===== config.mk =====
export PLATFORM = sky130hd
export DESIGN_NAME = outpass_pipe_config
export DESIGN_NICKNAME = d
export VERILOG_FILES = /design/src/rtl/outpass_pipe_config.sv
export SDC_FILE = /design/constraint.sdc
export NUM_CORES = 1
export LEC_CHECK = 0
export ABC_AREA = 0
export BUFFER_PORTS_ARGS = -buffer_cell sky130_fd_sc_hd__buf_4
export CAP_MARGIN = 5
export CORE_ASPECT_RATIO = 0.6
export CORE_MARGIN = 2
export CORE_UTILIZATION = 52
export CTS_CLUSTER_SIZE = 10
export DETAILED_ROUTE_END_ITERATION = 16
export PLACE_DENSITY_LB_ADDON = 0.25
export SKIP_CTS_REPAIR_TIMING = 1
export SLEW_MARGIN = 20
export SYNTH_ARGS = -nofsm -noshare
export SYNTH_HDL_FRONTEND = slang
export SYNTH_SLANG_ARGS = --single-unit

===== constraint.sdc =====
create_clock -name UserCLK -period 1.6 [get_ports UserCLK]
set_input_delay 0.24 -clock UserCLK [delete_from_list [all_inputs] [get_ports UserCLK]]
set_output_delay 0.24 -clock UserCLK [all_outputs]
set_load 0.02 [all_outputs]

===== src/rtl/outpass_pipe_config.sv =====
// rtl/outpass_pipe_config.sv - per-channel bypass/pipelined output pass; optional inversion under OUTPASS_PIPE_INVERT_EN
module outpass_pipe_config #(
    parameter int WIDTH        = 8,
    parameter int MAX_DEPTH    = 3,
    parameter int NoConfigBits = 16
) (
    input  logic                    UserCLK,
    input  logic                    UserRST,
    input  logic                    CE,
    input  logic [WIDTH-1:0]        I,
    output logic [WIDTH-1:0]        O,
    output logic                    Primed,
    input  logic [NoConfigBits-1:0] ConfigBits
);

`ifdef OUTPASS_PIPE_INVERT_EN
    localparam int EXP_BITS = WIDTH * 3;
`else
    localparam int EXP_BITS = WIDTH * 2;
`endif

    // Fill counter is just wide enough to count up to MAX_DEPTH.
    localparam int             FW    = $clog2(MAX_DEPTH + 1);
    localparam logic [FW-1:0]  F_MAX = FW'(MAX_DEPTH);
    // Tap index width; a single-stage pipeline still needs a 1-bit index.
    localparam int             IW    = (MAX_DEPTH > 1) ? $clog2(MAX_DEPTH) : 1;
    localparam logic [1:0]     D_MAX = 2'(MAX_DEPTH);

    generate
        if (NoConfigBits != EXP_BITS) begin : g_bad_cfg_bits
            $error("outpass_pipe_config: NoConfigBits does not match channel count");
        end
        if (MAX_DEPTH < 1 || MAX_DEPTH > 3) begin : g_bad_depth
            $error("outpass_pipe_config: MAX_DEPTH must be 1..3");
        end
    endgenerate

    logic [FW-1:0] fill;

    // Fill counter: counts enabled edges since reset and sticks at MAX_DEPTH.
    always_ff @(posedge UserCLK) begin
        if (UserRST) begin
            fill <= '0;
        end else if (CE && fill != F_MAX) begin
            fill <= fill + FW'(1);
        end
    end

    // Counter is a register, so the compare gives a clean registered flag.
    assign Primed = (fill == F_MAX);

    genvar k;
    generate
        for (k = 0; k < WIDTH; k++) begin : g_ch
            logic [MAX_DEPTH-1:0] stage;
            logic [1:0]           depth;
            logic [1:0]           eff;
            logic                 tap;

            // Shift register always advances on CE; the depth field only picks the tap.
            always_ff @(posedge UserCLK) begin
                if (UserRST) begin
                    stage <= '0;
                end else if (CE) begin
                    stage[0] <= I[k];
                    for (int j = 1; j < MAX_DEPTH; j++) begin
                        stage[j] <= stage[j-1];
                    end
                end
            end

            assign depth = ConfigBits[2*k +: 2];
            // Oversized depth saturates silently rather than flagging an error.
            assign eff   = (depth > D_MAX) ? D_MAX : depth;
            assign tap   = (eff == 2'd0) ? I[k] : stage[IW'(eff - 2'd1)];

`ifdef OUTPASS_PIPE_INVERT_EN
            assign O[k] = tap ^ ConfigBits[2*WIDTH + k];
`else
            assign O[k] = tap;
`endif
        end
    endgenerate

endmodule

# Yosys cells after proc, flatten, opt, wreduce, memory -nomap -nowiden
# Cells that the tools add are included.
op_classes:
  add_sub_neg: 9
  order_cmp: 16
  eq_ne: 2
  muxes: 32
  n_reduce_logical: 9
op_table:
  columns: ["cell", "n"]
  rows:
  - ["2-bit by 3-bit less-than comparator with 1-bit output (second input constant)", 8]
  - ["1-bit binary-select mux with 2-bit select", 8]
  - ["2-bit > comparator (second input constant)", 8]
  - ["2-bit logical NOT", 8]
  - ["1-bit 2-to-1 mux", 16]
  - ["2-bit 2-to-1 mux", 8]
  - ["2-bit by 1-bit subtractor with 2-bit output (second input constant)", 8]
  - ["2-bit by 1-bit adder with 2-bit output (second input constant)", 1]
  - ["2-bit == test (second input constant)", 1]
  - ["2-bit != test (second input constant)", 1]
  - ["1-bit logical AND", 1]
word_totals:
  reg_bits: 26
  wordCells: 77

# Depth between registers and ports, before layout
# Gate-level depths: netlist of run 1.
logic_depth:
  depth_word: 6
  mapped_depth: 6

# Worst setup path before layout of run 1
# Ideal clock, no wire load.
synth_path:
  path_kind: "input-to-output"
  startpoint: "in ConfigBits[0]"
  endpoint: "out O[0]"
  t_arrival_ns: 1.133
  t_required_ns: 1.360
  setup_slack_ns: 0.227
  path_stages: 6
  n_path_buf: 1
  cell_sequence: "inv_1 ha_1 mux2_2 nand2_1 a21oi_1 buf_4"
synth_via:
  elab_chain_len: 6
synth_rtl:
  columns: ["element", "line", "source"]
  rows:
  - ["from (decl)", "13", "input logic [NoConfigBits-1:0] ConfigBits"]
  - ["2-bit > comparator", "74", "assign eff = (depth > D_MAX) ? D_MAX : depth;"]
  - ["2-bit 2-to-1 mux (*)", "74", null]
  - ["2-bit by 1-bit subtractor with 2-bit output", "75", "assign tap = (eff == 2'd0) ? I[k] : stage[IW'(eff - 2'd1)];"]
  - ["1-bit binary-select mux with 2-bit select", "75", null]
  - ["1-bit 2-to-1 mux (implied by the code)", "75", null]
  - ["1-bit 2-to-1 mux (*)", "75", null]
  - ["to (decl)", "11", "output logic [WIDTH-1:0] O,"]
# Mark *: on every way between the ends. The rest lies on a longest branch, timed or not. The select of a mux whose other input is x is not followed.

# Worst setup path after layout of run 1
layout_path:
  startpoint: "in ConfigBits[12]"
  endpoint: "out O[6]"
# Same word-level chain as after synthesis.

==> results of run 1 <==
synth_stat cells, drive strengths merged (8+ instances only):
library cell  number  area [sq um]
dfxtp             26           521
nor2              26          97.6
mux2i             25           250
inv               16          60.1
buf               13           111
ha                 9           113
nor2b              9          63.8
a21oi              8          40.0
a31oi              8          50.1
mux2               8          90.1
nand2              8          30.0
logic make-up (layout without fill, tap and decap cells):
logic type | after synthesis | count (layout)
buf+inv | 30 | 55
mux | 33 | 33
compound gates | 16 | 16
fa+ha+maj | 9 | 9
flops | 26 | 26
simple gates | 43 | 43
xor+xnor | 1 | 1
worst max-delay path, cell delays in order:
cell     delay [ns]
buf_4          0.08
inv_1          0.05
ha_1           0.30
mux2_2         0.34
nand2_1        0.08
a21oi_1        0.06
buf_4          0.15
where the power goes:
group	leakage [nW]	internal (mW)	switching [mW]	total, mW
Clock	0.0216	0.168	0.187	0.355
Combinational	0.621	0.153	0.136	0.289
Sequential	0.212	0.675	0.0205	0.695
area by class of cell:
| class | count | area, sq um |
|---|---|---|
| Clock buffer | 3 | 41.3 |
| Timing Repair Buffer | 36 | 270 |
| Fill cell | 196 | 858 |
| Multi-Input combinational cell | 102 | 785 |
| Inverter | 16 | 60.1 |
| Tap cell | 32 | 40.0 |
| Sequential cell | 26 | 520 |
state kept, by name, indices dropped and copies added, names as in the netlist:
register and flops:
g_ch.stage 24, fill 2
worst paths after layout:
| kind | end | slack (ns) |
|---|---|---|
| min | g_ch[6].stage[0] | 0.22 |
| max reg2reg | fill[1] | 0.51 |
| min reg2reg | g_ch[3].stage[2] | 0.50 |
| max | O[6] | 0.06 |
per-layer routing:
layer  track usage (%)  part of all wire [%]  vias up
met5                 0                     0        -
met4              4.15                  0.60        0
met3              5.13                   4.5        2
met2              35.6                    52       19
met1              19.4                    42      521
li1                  -                     -      565
stage by stage:
stage	worst slack [ns]	std cells
after detailed placement	0.0540	212
after CTS	0.0514	215
after global routing	0.0103	215
after global placement	0.109	212
final	0.0615	215
after floorplan	0.227	158
==> out/qor.csv, run 1 <==
stage,metric,value,unit
synthesis,most frequently used flop master after synthesis,dfxtp_1,
job,max-cap violation count,0,
hold_path,hold_sp,I[6],
synthesis,register area share after synthesis,36.1,%
worst_setup_path,crit path max fanout,2,
layout,"most common cell after layout, fill and taps aside",buf_4,
synthesis,largest family of logic cells by synthesized area,multiplexers,
timing,setup violators final,0,
pwr,Design Power,1.34,mW
global_routing,Global Route Usage Sum,17.9,%
clock_network,Worst-path clk slew,0.08,ns
clock_network,worst skew pair latency,0.26,ns
worst_setup_path,reg-to-reg startpoint,fill[0],
global_routing,gr ovfl total,0,
layout,"Design Area, Final",1720,sq um
pwr,power density cells,780,nW/um^2
timing,setup tns final,0,ns
placed_design,HPWL Detailed,2170,um
timing,hold_ws,0.218,ns
drt,first drt pass iteration count,4,
synthesis,"EDFF count, synth",0,
clock_network,Clock Root Buffer,clkbuf_8,
drt,Wirelength per Cell,13.1,um
placed_design,RePlAce Congestion,0.708,
pwr,worst vdd ir,0.466,mV
worst_setup_path,CP startpoint,ConfigBits[12],
hold_path,worst hold path type,in2reg,
drt,Iter 0 DRT Violations,38,
worst_setup_path,Startpoint Class,input port,
pwr,Leakage,0.854,nW
placed_design,cell area after placement,1630,sq um
synthesis,syn avg cell area,9.11,sq um
drt,Routed Antenna Nets,0,
worst_setup_path,critical path endpoint category,output port,
hold_path,Hold Path Depth,3,
layout,Inserted Diodes,0,
drt,via/cell ratio,5.15,
global_routing,first-pass GRT wire length,4530,um
drt,DRC viols,0,
synthesis,Synth async-reset ratio,0,%
clock_network,TritonCTS Buffers,3,
timing,final slew viol count,0,
layout,share of cells above drive strength 1,28.4,%
worst_setup_path,WP data arrival,1.30,ns
drt,routed wire length,2820,um
clock_network,clk sink count,26,
floorplan,Initial Utilization,55.9,%
timing,Final period util,96.2,%
layout,post-layout util,66.7,%
timing,Final Skew,0.00213,ns
layout,most frequent cells in the layout,"36 x buf_4, 26 x nor2_1, 26 x dfxtp_1, 25 x mux2i_1, 16 x inv_1",
drt,Vias,1107,
layout,area grow syn2layout,19.2,%
synthesis,Gate Count Post-Synth,158,
global_routing,vias in the first global route,1141,
synthesis,mux share of post-synthesis cell area,23.6,%
synthesis,Netlist cell types,17,
timing,Final min period,1.54,ns
floorplan,IO Count,36,
worst_setup_path,critical path class,in2out,
synthesis,Syn Nets,194,
floorplan,DIE AREA,3220,sq um
timing,RSZ-0062 raised after global routing,false,
synthesis,area share of and/or/nand/nor cells after synthesis,13.3,%
synthesis,Synth Cell Area,1440,sq um
layout,fin nets,221,
worst_setup_path,CP required,1.36,ns
worst_setup_path,worst r2r path cells,4,
placed_design,Port Buffer Count,35,
timing,Worst-Margin Slew,0.367,ns
synthesis,Synth Area in Compound Gates,6.26,%
synthesis,Adder-Cell Fraction of Synth Area,7.82,%
timing,Final Hold Vio Count,0,
floorplan,FP Rows,14,
synthesis,Synth Register Bits,26,
timing,Max-slew headroom,75.5,%
outcome,outcome,finished clean,
global_routing,largest net degree at the start of global routing,27,
floorplan,Die Span Y,44.8,um
timing,Highest Clock Rate,650,MHz
synthesis,Yosys warning count,0,
clock_network,clk buf depth,2,
clock_network,CTS tree,done,
floorplan,width of the die,71.9,um
global_routing,antenna violations before repair,0,
clock_network,H-Tree Depth,1,
synthesis,Synth Area in XOR/XNOR,0.608,%
floorplan,CORE AREA,2570,sq um
No activity file was read; power rests on OpenSTA's default activity.
==> run 2: changes to the inputs <==
--- a/config.mk
+++ b/config.mk
@@ -14,8 +14,9 @@
 export CTS_CLUSTER_SIZE = 10
 export DETAILED_ROUTE_END_ITERATION = 16
 export PLACE_DENSITY_LB_ADDON = 0.25
+export SETUP_SLACK_MARGIN = 0.1
 export SKIP_CTS_REPAIR_TIMING = 1
-export SLEW_MARGIN = 20
+export SLEW_MARGIN = 10
 export SYNTH_ARGS = -nofsm -noshare
 export SYNTH_HDL_FRONTEND = slang
 export SYNTH_SLANG_ARGS = --single-unit
==> run 2 against run 1 <==
First-iteration DRC count is 5.3% lower. Non-clock buffer count is the same. Utilization rose by 4.5 points. Count of clock-buffer cells in the layout unchanged. Sequential share of layout area is 1.9 points lower. Die area stayed put. Clock skew about the same. Wire length grew 6.2%. Sequential power about the same. Clock power is essentially flat. Largest cell class unchanged. Largest power group unchanged.
==> out/qor.csv, run 2 (same netlist as run 1, synthesis figures left out) <==
stage,metric,value,unit
layout,"Design Area, Final",1830,sq um
layout,Largest regs,"g_ch.stage x24, fill x2",
timing,Max-slew headroom,75.2,%
layout,Inserted Diodes,0,
timing,hold_ws,0.222,ns
floorplan,IO Count,36,
timing,Final Hold Vio Count,0,
worst_setup_path,Startpoint Class,input port,
global_routing,vias in the first global route,1141,
layout,most frequent cells in the layout,"36 x buf_4, 26 x nor2_1, 26 x dfxtp_1, 25 x mux2i_1, 9 x inv_2",
worst_setup_path,crit path max fanout,2,
layout,largest reg by FF count,g_ch.stage,
drt,Vias,1115,
pwr,Comb power frac,23.8,%
pwr,worst vdd ir,0.468,mV
timing,setup tns final,0,ns
pwr,Pint,1.02,mW
clock_network,TritonCTS Buffers,3,
layout,"non-filler cells, final",215,
global_routing,GRT met3 Usage,5.13,%
worst_setup_path,CP required,1.36,ns
pwr,Clock Power Share,25.7,%
hold_path,worst hold path type,in2reg,
drt,first drt pass iteration count,4,
global_routing,GRT met1 Usage,19.4,%
worst_setup_path,critical path class,in2out,
drt,via/cell ratio,5.19,
clock_network,clk sink count,26,
placed_design,cell area after placement,1630,sq um
placed_design,HPWL Detailed,2170,um
timing,Worst-Margin Slew,0.372,ns
floorplan,CORE AREA,2570,sq um
drt,Routed Antenna Nets,0,
floorplan,Die Span Y,44.8,um
global_routing,"Most Used Layer, Global Route",met2,
timing,Final Skew,0.00262,ns
global_routing,gr ovfl total,0,
floorplan,DIE AREA,3220,sq um
pwr,power density cells,754,nW/um^2
placed_design,RePlAce Congestion,0.708,
worst_setup_path,WP data arrival,1.23,ns
pwr,Sw Ratio,26.2,%
layout,max reg flops,24,
worst_setup_path,critical path endpoint category,output port,
job,max-cap violation count,0,
timing,final slew viol count,0,
drt,Wirelength per Cell,13.9,um
layout,FF+latch area,520,sq um
drt,routed wire length,3000,um
pwr,switching power,0.362,mW
timing,Final min period,1.47,ns
drt,DRC viols,0,
global_routing,global routing met2 resource utilization,35.6,%
layout,number of fill cells in the layout,188,
timing,setup violators final,0,
pwr,Leakage,0.866,nW
clock_network,CTS tree,done,
placed_design,Port Buffer Count,35,
layout,fin nets,221,
layout,"most common cell after layout, fill and taps aside",buf_4,
global_routing,first-pass GRT wire length,4530,um
outcome,outcome,finished clean,
layout,share of cells above drive strength 1,41.0,%
timing,RSZ-0062 raised after global routing,false,
global_routing,Global Route Usage Sum,17.9,%
clock_network,Clock Root Buffer,clkbuf_8,
layout,area grow syn2layout,27.2,%
clock_network,Worst-path clk slew,0.08,ns
placed_design,dpl cells,212,
floorplan,Initial Utilization,55.9,%
timing,Highest Clock Rate,680,MHz
pwr,sequential power share,50.5,%
clock_network,worst skew pair latency,0.26,ns
timing,Final period util,91.9,%
global_routing,largest net degree at the start of global routing,27,
layout,multi-input logic area,897,sq um
global_routing,antenna violations before repair,0,
clock_network,H-Tree Depth,1,
drt,Iter 0 DRT Violations,36,
floorplan,width of the die,71.9,um
clock_network,clk buf depth,2,
floorplan,FP Rows,14,
run 2: cell counts in the layout (fill, tap and decap cells not counted):
No cell type changed its count.
run 2: path summary, 6_finish.rpt:
| kind | slack, ns | depth (start not counted) | to | start |
|---|---|---|---|---|
| setup / recovery | 0.13 | 7 | O[6] | ConfigBits[12] |
| hold / removal | 0.22 | 3 | g_ch[6].stage[0] | I[6] |
| setup reg to reg | 0.51 | 4 | fill[1] | fill[0] |
| hold reg to reg | 0.51 | 2 | g_ch[1].stage[2] | g_ch[1].stage[2] |
run 2: power by group through the flow:
stage               registers [mW]  clock network (mW)  logic, mW
floorplan                    0.703                   0      0.204
global placement             0.707                   0      0.259
detailed placement           0.710                   0      0.278
CTS                          0.694               0.360      0.279
global route                 0.699               0.379      0.358
finish                       0.697               0.355      0.329
run 2: final cells by class:
| cell class | instances | share of cell area [%] |
|---|---|---|
| clock buffers | 3 | 2.25 |
| inverters | 16 | 3.42 |
| multi-input cells | 102 | 49.0 |
| flip-flops and latches | 26 | 28.4 |
| well taps | 32 | 2.19 |
| repair buffers | 36 | 14.8 |
run 2: routing by layer:
layer / vias to the layer above / part of all wire (%)
met5: - / 0
met4: 0 / 0.57
met3: 2 / 4.3
met2: 21 / 53
met1: 530 / 42
li1: 562 / -
run 2: worst max-delay path, stage by stage:
cell     delay [ns]
buf_4          0.10
inv_2          0.05
ha_4           0.26
mux2_4         0.30
nand2_2        0.07
a21oi_1        0.06
buf_4          0.15
run 2: per-stage QoR:
stage          utilization [%]  total power, mW  setup WS [ns]
5_1_grt                   71.1             1.44         0.0929
3_5_place_dp              63.5            0.987         0.0540
2_1_floorplan                -            0.907          0.227
4_1_cts                   65.1             1.33         0.0514
3_3_place_gp              63.5            0.966          0.109
6_report                  71.1             1.38          0.130
==> run 3: changes to the inputs <==
--- a/config.mk
+++ b/config.mk
@@ -9,7 +9,7 @@
 export BUFFER_PORTS_ARGS = -buffer_cell sky130_fd_sc_hd__buf_4
 export CAP_MARGIN = 5
 export CORE_ASPECT_RATIO = 0.6
-export CORE_MARGIN = 2
+export CORE_MARGIN = 3
 export CORE_UTILIZATION = 52
 export CTS_CLUSTER_SIZE = 10
 export DETAILED_ROUTE_END_ITERATION = 16
==> run 3 against run 2 <==
Worst setup slack about the same. Flip-flop and latch count stayed put. Worst hold slack lost 0.0084 ns. Fmax is essentially flat.
==> out/qor.csv, run 3 (same netlist as run 1, synthesis figures left out) <==
stage,metric,value,unit
clock_network,H-Tree Depth,1,
floorplan,DIE AREA,3460,sq um
floorplan,CORE AREA,2570,sq um
layout,Largest regs,"g_ch.stage x24, fill x2",
layout,fin nets,221,
worst_setup_path,WP data arrival,1.23,ns
layout,share of cells above drive strength 1,37.5,%
clock_network,Clock Root Buffer,clkbuf_8,
timing,Final min period,1.47,ns
layout,area grow syn2layout,26.8,%
floorplan,width of the die,73.9,um
worst_setup_path,Startpoint Class,input port,
worst_setup_path,worst r2r path cells,4,
hold_path,hold_sp,I[2],
timing,Final Hold Vio Count,0,
clock_network,worst skew pair latency,0.27,ns
clock_network,Worst-path clk slew,0.09,ns
drt,routed wire length,3000,um
drt,Routed Antenna Nets,0,
drt,DRC viols,0,
placed_design,dpl cells,212,
pwr,worst vdd ir,0.514,mV
timing,Worst-Margin Slew,0.339,ns
clock_network,clk sink count,26,
hold_path,Hold Path End,g_ch[2].stage[0],
timing,final slew viol count,0,
global_routing,first-pass GRT wire length,4330,um
drt,Vias,1130,
layout,largest reg by FF count,g_ch.stage,
worst_setup_path,critical path class,in2out,
worst_setup_path,reg-to-reg startpoint,fill[0],
drt,first drt pass iteration count,4,
layout,number of fill cells in the layout,192,
placed_design,Setup WS pre-CTS,0.0478,ns
timing,Final period util,91.9,%
timing,setup tns final,0,ns
timing,Final Skew,0.00405,ns
global_routing,vias in the first global route,1048,
layout,"most common cell after layout, fill and taps aside",buf_4,
drt,Iter 0 DRT Violations,67,
timing,Max-slew headroom,77.4,%
outcome,outcome,finished clean,
clock_network,CTS tree,done,
layout,"non-filler cells, final",216,
worst_setup_path,critical path endpoint category,output port,
drt,Wirelength per Cell,13.9,um
placed_design,RePlAce Congestion,0.630,
pwr,power density cells,851,nW/um^2
timing,Highest Clock Rate,680,MHz
worst_setup_path,reg-to-reg endpoint,fill[1],
layout,Inserted Diodes,0,
worst_setup_path,Worst R2R Setup Slack,0.53,ns
job,max-cap violation count,0,
layout,max reg flops,24,
layout,most frequent cells in the layout,"36 x buf_4, 26 x nor2_1, 26 x dfxtp_1, 25 x mux2i_1, 11 x inv_2",
worst_setup_path,CP required,1.36,ns
floorplan,Die Span Y,46.8,um
worst_setup_path,crit path max fanout,2,
floorplan,FP Rows,14,
floorplan,IO Count,36,
global_routing,Global Route Usage Sum,16.4,%
placed_design,HPWL Detailed,2090,um
global_routing,largest net degree at the start of global routing,27,
drt,via/cell ratio,5.23,
global_routing,antenna violations before repair,0,
clock_network,TritonCTS Buffers,3,
global_routing,gr ovfl total,0,
pwr,Leakage,0.870,nW
timing,RSZ-0062 raised after global routing,false,
placed_design,Port Buffer Count,35,
floorplan,Initial Utilization,55.9,%
timing,setup violators final,0,
hold_path,worst hold path type,in2reg,
hold_path,Hold Path Depth,3,
clock_network,clk buf depth,2,
timing,Final WS setup,0.129,ns
[run 3: cell type report]
| type | instances | area [sq um] | share of cell area, % |
|---|---|---|---|
| repair buffers | 36 | 270 | 14.8 |
| well taps | 32 | 40.0 | 2.19 |
| clock inverters | 1 | 30.0 | 1.64 |
| flip-flops and latches | 26 | 520 | 28.5 |
| inverters | 16 | 60.1 | 3.29 |
| clock buffers | 3 | 41.3 | 2.26 |
| multi-input cells | 102 | 865 | 47.3 |
[run 3: how the worst max path moves through the flow]
stage	endpoint	startpoint	depth (start not counted)
after detailed placement	O[4]	ConfigBits[8]	7
after floorplan	O[0]	ConfigBits[0]	6
after CTS	O[4]	ConfigBits[8]	7
after global routing	O[6]	ConfigBits[12]	7
after global placement	O[4]	ConfigBits[8]	7
final	O[6]	ConfigBits[12]	7
[run 3: power breakdown]
group / switching, mW / internal [mW]
Clock: 0.204 / 0.335
Combinational: 0.148 / 0.171
Sequential: 0.0208 / 0.675
[run 3: layer usage]
metal	vias to the layer above	track usage, %	wire, um
li1	570	-	-
met1	535	18.6	1290
met2	25	31.9	1570
met3	0	4.49	135
met4	0	3.25	0
met5	-	0	0
[run 3: critical path: stages]
cell     delay (ns)
buf_4          0.09
inv_2          0.05
ha_4           0.26
mux2_2         0.32
nand2_1        0.06
a21oi_1        0.05
buf_4          0.15
[run 3: stage by stage]
step | cell area, sq um | power, mW | hold WS (ns) | util, %
global route | 1830 | 1.62 | 0.228 | 70.9
detailed placement | 1630 | 0.985 | 0.484 | 63.5
CTS | 1710 | 1.52 | 0.205 | 66.2
global placement | 1630 | 0.966 | 0.476 | 63.5
finish | 1830 | 1.55 | 0.213 | 70.9
floorplan | 1440 | 0.907 | 0.387 | -
